<file path="src/rtl/pc_pkg.sv">
// Shared types and constants for the fetch PC sequencer.
// Build option: PC_COMPRESSED_EN enables 2-byte instructions (+2 step, halfword targets).
package pc_pkg;

  typedef enum logic [1:0] {
    BOOT = 2'd0,
    RUN  = 2'd1,
    TRAP = 2'd2
  } pc_state_e;

  typedef enum logic [2:0] {
    SEL_SEQ      = 3'd0,
    SEL_BRANCH   = 3'd1,
    SEL_JAL      = 3'd2,
    SEL_JALR     = 3'd3,
    SEL_REDIRECT = 3'd4,
    SEL_TRAP     = 3'd5,
    SEL_HOLD     = 3'd6
  } pc_sel_e;

  localparam int INSTR_BYTES = 4;

`ifdef PC_COMPRESSED_EN
  localparam int INSTR_BYTES_C = 2;
  // Halfword alignment is legal, so only bit 0 marks a bad target.
  localparam int MISALIGN_BIT  = 0;
`else
  // Word alignment required; bit 1 set means the target straddles a word.
  localparam int MISALIGN_BIT  = 1;
`endif

endpackage

</file>
<file path="src/rtl/pc_target_gen.sv">
// Control-transfer target generation for the fetch PC sequencer.
// Build option: PC_COMPRESSED_EN (through pc_pkg) relaxes the alignment check.
module pc_target_gen
  import pc_pkg::*;
#(
  parameter int XLEN = 32
) (
  input  logic [XLEN-1:0] pc,
  input  logic [XLEN-1:0] src1_value,
  input  logic [XLEN-1:0] imm_value,
  output logic [XLEN-1:0] branch_target,
  output logic [XLEN-1:0] jal_target,
  output logic [XLEN-1:0] jalr_target,
  output logic            branch_misaligned,
  output logic            jal_misaligned,
  output logic            jalr_misaligned
);

  // PC-relative and register-relative targets, all modulo 2^XLEN.
  always_comb begin
    branch_target     = pc + imm_value;
    jal_target        = pc + imm_value;
    jalr_target       = (src1_value + imm_value) & ~XLEN'(1);
    branch_misaligned = branch_target[MISALIGN_BIT];
    jal_misaligned    = jal_target[MISALIGN_BIT];
    jalr_misaligned   = jalr_target[MISALIGN_BIT];
  end

endmodule

</file>
<file path="src/rtl/pc_sequencer.sv">
// Fetch PC sequencer: boot/run/trap FSM, redirect/stall/jump priority,
// misaligned-target trapping with exception PC capture.
// Build option: PC_COMPRESSED_EN adds is_compressed (+2 sequential step).
module pc_sequencer
  import pc_pkg::*;
#(
  parameter int              XLEN         = 32,
  parameter logic [XLEN-1:0] RESET_VECTOR = XLEN'(32'h0000_0000),
  parameter logic [XLEN-1:0] TRAP_VECTOR  = XLEN'(32'h0000_0100)
) (
  input  logic            clk,
  input  logic            reset,
  input  logic            stall,
  input  logic            redirect_valid,
  input  logic [XLEN-1:0] redirect_pc,
  input  logic [XLEN-1:0] src1_value,
  input  logic [XLEN-1:0] imm_value,
  input  logic            is_branch,
  input  logic            is_jump,
  input  logic            is_jalr,
`ifdef PC_COMPRESSED_EN
  input  logic            is_compressed,
`endif
  output logic [XLEN-1:0] pc,
  output logic [XLEN-1:0] pc_plus4,
  output logic            pc_valid,
  output logic            misalign_exc,
  output logic [XLEN-1:0] epc
);

  pc_state_e       state;
  pc_state_e       state_next;
  pc_sel_e         sel;
  logic [XLEN-1:0] incr;
  logic [XLEN-1:0] branch_target;
  logic [XLEN-1:0] jal_target;
  logic [XLEN-1:0] jalr_target;
  logic            branch_misaligned;
  logic            jal_misaligned;
  logic            jalr_misaligned;

  pc_target_gen #(
    .XLEN (XLEN)
  ) u_target_gen (
    .pc                (pc),
    .src1_value        (src1_value),
    .imm_value         (imm_value),
    .branch_target     (branch_target),
    .jal_target        (jal_target),
    .jalr_target       (jalr_target),
    .branch_misaligned (branch_misaligned),
    .jal_misaligned    (jal_misaligned),
    .jalr_misaligned   (jalr_misaligned)
  );

  // Sequential step size; also defines the link value.
  always_comb begin
`ifdef PC_COMPRESSED_EN
    incr = is_compressed ? XLEN'(INSTR_BYTES_C) : XLEN'(INSTR_BYTES);
`else
    incr = XLEN'(INSTR_BYTES);
`endif
    pc_plus4 = pc + incr;
  end

  // State register.
  always_ff @(posedge clk) begin
    if (reset) begin
      state <= BOOT;
    end else begin
      state <= state_next;
    end
  end

  // Next-state: BOOT lasts one cycle, a bad target enters TRAP, TRAP leaves unless held.
  always_comb begin
    state_next = state;
    case (state)
      BOOT:    state_next = RUN;
      RUN:     if (sel == SEL_TRAP) state_next = TRAP;
      TRAP:    if (sel != SEL_HOLD) state_next = RUN;
      default: state_next = BOOT;
    endcase
  end

  // Outputs: fetch-valid flag and next-PC source selection by priority.
  always_comb begin
    pc_valid = (state != BOOT);
    sel      = SEL_HOLD;
    case (state)
      RUN: begin
        if (redirect_valid)  sel = SEL_REDIRECT;
        else if (stall)      sel = SEL_HOLD;
        else if (is_jalr)    sel = jalr_misaligned   ? SEL_TRAP : SEL_JALR;
        else if (is_jump)    sel = jal_misaligned    ? SEL_TRAP : SEL_JAL;
        else if (is_branch)  sel = branch_misaligned ? SEL_TRAP : SEL_BRANCH;
        else                 sel = SEL_SEQ;
      end
      TRAP: begin
        // The trap handler's first fetch just steps forward; flushes still win.
        if (redirect_valid)  sel = SEL_REDIRECT;
        else if (stall)      sel = SEL_HOLD;
        else                 sel = SEL_SEQ;
      end
      default: sel = SEL_HOLD;
    endcase
  end

  // PC, exception PC and the single-cycle trap pulse.
  always_ff @(posedge clk) begin
    if (reset) begin
      pc           <= RESET_VECTOR;
      epc          <= '0;
      misalign_exc <= 1'b0;
    end else begin
      misalign_exc <= (sel == SEL_TRAP);
      case (sel)
        SEL_SEQ:      pc <= pc_plus4;
        SEL_BRANCH:   pc <= branch_target;
        SEL_JAL:      pc <= jal_target;
        SEL_JALR:     pc <= jalr_target;
        SEL_REDIRECT: pc <= redirect_pc;
        SEL_TRAP: begin
          pc  <= TRAP_VECTOR;
          epc <= pc;
        end
        default:      pc <= pc;
      endcase
    end
  end

endmodule

</file>
<file path="config.mk">
export PLATFORM = sky130hd
export DESIGN_NAME = pc_sequencer
export DESIGN_NICKNAME = d
export VERILOG_FILES = /design/src/rtl/pc_pkg.sv /design/src/rtl/pc_target_gen.sv /design/src/rtl/pc_sequencer.sv
export SDC_FILE = /design/constraint.sdc
export NUM_CORES = 1
export LEC_CHECK = 0
export ABC_AREA = 1
export BUFFER_PORTS_ARGS = -buffer_cell sky130_fd_sc_hd__buf_2
export CORE_MARGIN = 3
export CORE_UTILIZATION = 56
export DETAILED_ROUTE_END_ITERATION = 8
export GPL_TIMING_DRIVEN = 0
export PLACE_DENSITY_LB_ADDON = 0.2
export SYNTH_ARGS = -nofsm -noshare
export SYNTH_HDL_FRONTEND = slang
export SYNTH_SLANG_ARGS = --single-unit
</file>
<file path="constraint.sdc">
create_clock -name clk -period 3.2 [get_ports clk]
set_input_delay 0.16 -clock clk [delete_from_list [all_inputs] [get_ports clk]]
set_output_delay 0.16 -clock clk [all_outputs]
set_load 0.01 [all_outputs]
</file>
==> results.md <==
* Worst Path Buf+Inv at 3
* Final setup fails at 0
* Die H at 131 um
* Initial antenna violation count at 0
* CP arrival at 3.31 ns
* Clk_skew at 0.00670 ns
* Skew-Pair Late Insertion Delay at 0.34 ns
* Layout cells sized above 1 at 0.149
* Startpoint types: flop
* Setup tns final at 0 ns
* CTS Buf Count at 9
* DRC at 0
* Mapped cell area at 8740 um2
* Total clock sinks at 67
* Initial Util at 0.573
* Port-buffer cells at 200
* Required time of the critical path at 3.45 ns
* Commonest non-fill, non-tap cell in the layout: nand2_1
* Initial DRC Count at 1203
* Register area share after synthesis at 0.153
* Setup ws final at 0.135 ns
* Die footprint at 17100 um2
* Final Power at 4.70 mW
* CP delay by family, top: simple AND/OR/NAND/NOR gates
* FF+latch count, synth at 67
* DP Worst Slack at 0.209 ns
* Routed len/inst at 15.8 um
* Final #Nets at 1991
* Max VDD drop at 323 uV
* Pin count of the biggest net entering global routing at 12
* Fin. max-slew vios at 0
* Top cells by area, synth: nand2_1, dfxtp_1, inv_1
* GP Congestion at 1.00
* Hold_buf cts at 0
* Final Hold Vio Count at 0
* Status: complete, no violations
* Yosys warnings at 0
* CP dominant cell by count: nand2_1
* Antenna Cells at 0
* Worst path slowest cell: fa_1
* Fmax at 326 MHz
* TritonCTS clock tree: yes
* Syn Area/Cell at 5.43 um2
* Top Ports at 201
* Most frequent cells in the layout: nand2_1, inv_1, buf_2
* Cells along the critical path: ha_1, inv_1, fa_1, nand2_1, nand2_1, a21o_1, nand2_2, nand2_2, nand2_1, nand3_4, inv_2, buf_4, nand3_1, nand3_1, nand2_1, a21oi_1
* Longest Clk Path Bufs at 2
* Worst path max stage delay at 0.46 ns
* Crit path max fanout at 10
* Clk Tree Root Cell: clkbuf_16
* LEAKAGE at 6.01 nW
* Aggregate global routing overflow at 0
* Core area at 15300 um2
* Yosys cell types at 40
* Syn Nets at 1780
* RSZ-0062 raised after global routing: false
* Gate Count Post-Synth at 1609
* Detailed Place HPWL at 27000 um
* Worst Hold Class: in -> reg
* Routed wire length at 32300 um
* Total Routing Usage GR at 0.364
* Synth-to-Final Area Change at 18.0%
* Vias at 10930
* Synth area leader: nand2_1
* DIE WIDTH at 131 um
* Tmin final at 3.07 ns
* CTS resizes at 0
* Vias in the first global route at 9720
* First-pass GRT wire length at 48400 um
* Final ANT Viol Nets at 0
* Power density over the cells at 456 nW/um2
* Share of Yosys cell area claimed by the top area cell type at 0.251
* TritonRoute pass-1 iters at 6
* Maximum capacitance violations at 0
* Htree depth at 3
* Relative slew slack at 0.537
* Clk slew on worst S/H paths at 0.06 ns
* Final period util at 0.958
* Post-CTS Setup Inserts at 0
* CP Class: reg -> reg
* Drt via density at 5.37
* Tightest Pin Transition at 0.695 ns
* Crit. End Element: flop
* Row cnt at 45
[worst paths after layout]
path | startpoint | to | slack [ns] | cells after the start
setup / recovery | pc[0] | pc[26] | 0.13 | 16
setup reg to reg | pc[0] | pc[26] | 0.13 | 16
hold reg to reg | epc[0] | epc[0] | 0.50 | 2
hold / removal | reset | pc[1] | 0.07 | 2
[power breakdown]
| part | leakage, nW | total (mW) | internal [mW] | switching, mW |
|---|---|---|---|---|
| clock | 0.143 | 0.964 | 0.600 | 0.363 |
| sequential | 0.546 | 1.16 | 0.931 | 0.231 |
| combinational | 5.32 | 2.58 | 0.895 | 1.68 |
| total | 6.01 | 4.70 | 2.43 | 2.28 |
[per-layer routing]
layer | global-route usage | vias to the layer above | wire (um)
met2 | 0.570 | 574 | 13800
li1 | - | 5457 | -
met4 | 0.152 | 0 | 1540
met5 | 0 | - | 0
met1 | 0.490 | 4794 | 13700
met3 | 0.0695 | 105 | 3190
[cell usage after synthesis (all sizes together)]
| cell type | instances |
|---|---|
| a21o | 3 |
| nor2 | 163 |
| or2 | 13 |
| nor3 | 27 |
| o21ai | 62 |
| xnor2 | 9 |
| a211oi | 1 |
| nand3b | 16 |
| xor2 | 33 |
| clkinv | 1 |
| buf | 18 |
| nor4 | 1 |
| nand4 | 10 |
| and2 | 1 |
| o21a | 1 |
| o21bai | 6 |
| fa | 2 |
| nand3 | 119 |
| a21oi | 98 |
| inv | 273 |
| a31oi | 4 |
| nand2 | 591 |
| ha | 66 |
| dfxtp | 67 |
| and3 | 2 |
| a41oi | 7 |
| clkbuf | 15 |
[cells by family (layout without fill, tap and decap cells)]
group,count (synthesis),count (layout),synth area share
adder cells (fa/ha/maj),68,68,0.0991
buffers and inverters,307,523,0.136
XOR/XNOR,42,42,0.0430
AO/OA/AOI/OAI,182,182,0.111
flip-flops,67,67,0.153
AND/OR/NAND/NOR,943,943,0.457
[stage by stage]
step                      std cells  area [um2]   util  hold WS, ns
after floorplan                1609        8740      -        0.229
after global placement         2020       10000  0.656        0.406
after detailed placement       2020       10000  0.656        0.415
after CTS                      2036       10300  0.674       0.0633
after global routing           2036       10300  0.676       0.0805
final                          2036       10300  0.676       0.0672
[final cells by class]
cell class	count	area, um2
clock buffers	11	233
repair buffers	200	1000
fillers	1562	4950
clock inverters	5	53.8
well taps	211	264
plain buffers	33	166
multi-input cells	1235	6220
flip-flops and latches	67	1340
inverters	274	1030
[state kept, by name, indices dropped and copies added (netlist names)]
register,flops
state,2
misalign_exc,1
pc,32
epc,32
(Power assumes the default switching activity.)
